--- config.mk ---
export PLATFORM = sky130hd
export DESIGN_NAME = computer_player_flat
export DESIGN_NICKNAME = d
export VERILOG_FILES = /design/src/rtl/computer_player_if.sv /design/src/rtl/computer_player.sv /design/src/flat_wrapper.sv
export SDC_FILE = /design/constraint.sdc
export NUM_CORES = 1
export LEC_CHECK = 0
export BUFFER_PORTS_ARGS = -buffer_cell sky130_fd_sc_hd__buf_4
export CORE_MARGIN = 10
export CORE_UTILIZATION = 33
export CTS_CLUSTER_DIAMETER = 60
export DETAILED_ROUTE_END_ITERATION = 8
export GPL_ROUTABILITY_DRIVEN = 0
export HOLD_SLACK_MARGIN = 0.08
export PLACE_DENSITY = 0.53
export SETUP_SLACK_MARGIN = 0.3
export SYNTH_ARGS = -nofsm -noshare
export SYNTH_HDL_FRONTEND = slang
export SYNTH_SLANG_ARGS = --single-unit
--- constraint.sdc ---
create_clock -name clk -period 4.85 [get_ports clk]
set_input_delay 0 -clock clk [delete_from_list [all_inputs] [get_ports clk]]
set_output_delay 0 -clock clk [all_outputs]
set_load 0.005 [all_outputs]
--- src/rtl/computer_player_if.sv ---
// Press-generator bus: game-side controls in, press pulse and LFSR debug view out.
interface computer_player_if;
  logic       enable;
  logic [8:0] difficulty;
  logic       press;
  logic [9:0] lfsr_state;

  modport master (output enable, output difficulty, input press, input lfsr_state);
  modport slave  (input enable, input difficulty, output press, output lfsr_state);
endinterface

--- src/rtl/computer_player.sv ---
// Computer opponent for Tug of War: on each prescaler tick, presses with a probability
// set by difficulty vs a 10-bit LFSR, with a tick-counted hold-off between presses.
module computer_player #(
  parameter int TICK_DIV = 16,
  parameter int HOLDOFF  = 2
) (
  input  logic              clk,
  input  logic              reset,
  computer_player_if.slave  bus
);

  localparam int CNT_W = (TICK_DIV > 1) ? $clog2(TICK_DIV) : 1;
  localparam int HO_W  = (HOLDOFF > 0) ? $clog2(HOLDOFF + 1) : 1;
  localparam logic [CNT_W-1:0] CNT_LAST = CNT_W'(TICK_DIV - 1);
  localparam logic [HO_W-1:0]  HO_LOAD  = HO_W'(HOLDOFF);

  logic [CNT_W-1:0] tick_cnt;
  logic [9:0]       lfsr;
  logic [HO_W-1:0]  holdoff_cnt;
  logic             press_p1;
  logic             tick;
  logic             want;

  // XNOR feedback keeps all-zeros legal, so the reset value 0 is a valid seed.
  function automatic logic [9:0] lfsr_step(input logic [9:0] s);
    return {s[8:0], ~(s[9] ^ s[6])};
  endfunction

  assign tick = (tick_cnt == CNT_LAST);
  assign want = bus.enable && (holdoff_cnt == '0) && ({1'b0, bus.difficulty} > lfsr);

  // Stage p1: decision registered at the tick edge, giving a one-cycle pulse.
  always_ff @(posedge clk) begin
    if (reset) begin
      tick_cnt    <= '0;
      lfsr        <= '0;
      holdoff_cnt <= '0;
      press_p1    <= 1'b0;
    end else if (tick) begin
      tick_cnt <= '0;
      lfsr     <= lfsr_step(lfsr);
      press_p1 <= want;
      if (want)
        holdoff_cnt <= HO_LOAD;
      else if (holdoff_cnt != '0)
        holdoff_cnt <= holdoff_cnt - HO_W'(1);
    end else begin
      tick_cnt <= tick_cnt + CNT_W'(1);
      press_p1 <= 1'b0;
    end
  end

  assign bus.press      = press_p1;
  assign bus.lfsr_state = lfsr;

endmodule
--- src/flat_wrapper.sv ---
// flat-port wrapper written by rule: the top's interface ports become plain ports
module computer_player_flat 
#(
  parameter int TICK_DIV = 16,
  parameter int HOLDOFF  = 2
)
  (clk, reset, bus_enable, bus_difficulty, bus_press, bus_lfsr_state);
  computer_player_if bus_i ();
  input  logic clk;
  input  logic reset;
  input wire logic [$bits(bus_i.enable)-1:0] bus_enable;
  input wire logic [$bits(bus_i.difficulty)-1:0] bus_difficulty;
  output wire logic [$bits(bus_i.press)-1:0] bus_press;
  output wire logic [$bits(bus_i.lfsr_state)-1:0] bus_lfsr_state;
  assign bus_i.enable = bus_enable;
  assign bus_i.difficulty = bus_difficulty;
  assign bus_press = bus_i.press;
  assign bus_lfsr_state = bus_i.lfsr_state;
  computer_player #(.TICK_DIV(TICK_DIV), .HOLDOFF(HOLDOFF)) u_core (.clk(clk), .reset(reset), .bus(bus_i));
endmodule
==> key figures <==
Outcome
  – Status: completed

Flow run
  – Maxcap violations: 0

Clocking
  – Max Root-Sink Buffers: 2
  – Clk Latency, worst-skew pair: 0.30 ns
  – Worst-path clk slew: 0.11 ns
  – Htree depth: 1
  – Root Driver: clkbuf_4
  – Clock Sink Count: 17
  – TritonCTS clock tree: yes
  – CTS Buf Count: 3

STA
  – Worst slew pin tran: 0.5083 ns
  – Slew Viols, Final: 0
  – RSZ-0062 raised after global routing: false
  – Hold Fails Final Rpt: 0
  – F_max: 566.9 MHz
  – Final Skew: 0.009342 ns
  – Setup TNS Final: 0 ns
  – Min Clock Period, post-route: 1.764 ns
  – # setup viols final: 0
  – Slew headroom: 66.11%
  – Fin crit share: 36.37%

Placed design
  – # placed instances: 162
  – Cell Area, Placed: 0.001107 mm2
  – Buffers added on ports: 22
  – HPWL Detailed: 1.655 mm

Worst setup path
  – CP Class: flop to flop
  – CP Max Fanout: 4
  – Worst Path Arrival: 1.99 ns
  – Critical Path Sink Type: flop
  – CP startpoint kind: flop
  – Critical Path Start: u_core.bus.lfsr_state[8]
  – WP data required: 5.07 ns
  – RR Startpoint: u_core.bus.lfsr_state[8]

Logic synthesis
  – Xor/xnor share of the synthesized area: 1.905%
  – Post-synthesis sequential area ratio: 37.01%
  – Synth Register Bits: 17
  – Synth top area cells: dfxtp_1 (37%), ha_1 (15%), nand2_1 (9.0%)
  – Yosys top cell area share: 37.01%
  – Synth Instances: 113
  – YS warnings: 0
  – Compound-Gate Fraction of Synth Area: 16.73%
  – Simple-gate portion of the synthesized area: 23.13%
  – Syn_area_per_cell: 8.138 um2
  – Mux contribution to synthesized area: 0%
  – Syn_nets: 136
  – Post-Synth Adder-Cell Area: 14.97%
  – Netlist cell types: 30
  – Largest family of logic cells by synthesized area: simple AND/OR/NAND/NOR gates
  – Mapped Area: 919.6 um2
  – Area leader, netlist: dfxtp_1

Die
  – Row cnt: 19
  – Die ar.: 0.005298 mm2
  – # IOs: 23
  – Initial Util: 33.93%
  – Core ar.: 0.002710 mm2
  – Die H: 72.79 um
  – Die X: 72.79 um

Global routing
  – Largest net degree at the start of global routing: 19
  – Total grt overflow: 0
  – GRT Util Overall: 8.660%
  – Vias in the first global route: 834
  – Initial antenna violation count: 0
  – Global-route wire length before repair: 3.795 mm

Cells and area
  – Fill cells: 293
  – Diode count: 0
  – Share of layout cells above drive strength 1: 23.53%
  – Design Area, Final: 0.001147 mm2
  – Nets: 160
  – Final std cells w/o fill: 167
  – Final core utilization: 42.34%
  – Synth-to-Final Area Change: 24.76%

Drt
  – Post-detailed-routing wire length: 2.131 mm
  – Initial DRC Count: 32
  – Detailed-router iteration count before antenna repair: 4
  – DRC errors left: 0
  – Post-DRT Antenna Nets: 0
  – WL per Instance: 12.76 um
  – Post-DR vias/cell: 4.940
  – Vias after detailed routing: 825

Power
  – Final total power: 0.2509 mW
  – Peak VDD IR: 0.0001335 V
  – Pwr per Cell Area: 218.7 mW/mm2
  – P_leak: 0.4486 nW

Hold path
  – Tightest Hold Check Type: input port to flop
  – HP Start: bus_enable
## final timing paths
kind                               to  slack [ns]  cells past startpoint
max             u_core.holdoff_cnt[0]        3.09                      7
min reg2reg  u_core.bus.lfsr_state[8]        0.49                      2
max reg2reg     u_core.holdoff_cnt[0]        3.09                      7
min                  u_core.bus.press        0.19                      5
## repair_timing
item | in CTS | in global routing
endpoints found under the hold margin | 17 | 0
endpoints found under the setup margin | 0 | 0
resized for setup | 0 | 0
setup buffers | 0 | 0
hold buffers | 1 | 0
## sequential cells by signal, indices dropped and copies added, names as in the netlist
register / cells
u_core.tick_cnt: 4
u_core.bus.lfsr_state: 10
u_core.holdoff_cnt: 2
u_core.bus.press: 1
## kinds of logic (layout without fill, tap and decap cells)
kind of cell | after synthesis | after routing
compound gates | 25 | 25
fa+ha+maj | 11 | 11
xor+xnor | 2 | 2
buf+inv | 15 | 38
simple gates | 43 | 43
flops | 17 | 17
## stage by stage
stage | worst slack (ns) | hold WS (ns)
CTS | 3.062 | 0.1915
floorplan | 3.197 | 0.2842
detailed placement | 3.083 | 0.3334
global route | 2.900 | 0.2201
global placement | 3.132 | 0.3296
finish | 3.086 | 0.1918
## worst max-delay path, stage by stage (launching register included)
cell	delay, ns
dfxtp_1	0.38
inv_1	0.06
ha_1	0.34
a21oi_2	0.17
a21oi_1	0.08
and4bb_4	0.34
o21ai_2	0.07
a311oi_2	0.26
## layout by cell type, fill, tap and decap left out, drive strengths merged, types with 2 or more instances in the layout
| cell type | instances |
|---|---|
| ha | 11 |
| nand3 | 6 |
| a21oi | 16 |
| inv | 11 |
| nand2 | 22 |
| buf | 22 |
| clkbuf | 3 |
| xnor2 | 2 |
| a311oi | 2 |
| dfxtp | 17 |
| and4 | 2 |
| nor2 | 6 |
| o21ai | 4 |
## final cells by class
| cell class | count | area, um2 | share of cell area [%] |
|---|---|---|---|
| Multi-Input combinational cell | 81 | 521.8 | 45.47 |
| Sequential cell | 17 | 340.3 | 29.66 |
| Timing Repair Buffer | 23 | 175.2 | 15.27 |
| Inverter | 11 | 41.29 | 3.599 |
| Tap cell | 31 | 38.79 | 3.381 |
| Clock buffer | 3 | 22.52 | 1.963 |
| Clock inverter | 1 | 7.507 | 0.6543 |
## metal layers
layer	part of all wire, %	up-vias	GRT usage [%]
li1	-	433	-
met1	46	371	10.23
met2	46	19	14.26
met3	7.6	2	3.129
met4	0.61	0	2.532
met5	0	-	0
## cell usage after synthesis, drive strengths merged
master / instances
nand2: 22
dfxtp: 17
a21oi: 16
ha: 11
inv: 11
nand3: 6
nor2: 6
o21ai: 4
a311oi: 2
and4: 2
buf: 2
clkbuf: 2
xnor2: 2
a21o: 1
a31oi: 1
and3: 1
and4bb: 1
nor2b: 1
nor3: 1
nor3b: 1
nor4: 1
o41ai: 1
or3: 1
## report_power, final
group	internal, mW	total (mW)	switching (mW)
Clock	0.0314	0.0806	0.0491
Combinational	0.0148	0.0266	0.0119
Sequential	0.142	0.144	0.00202
(Power assumes the default switching activity.)
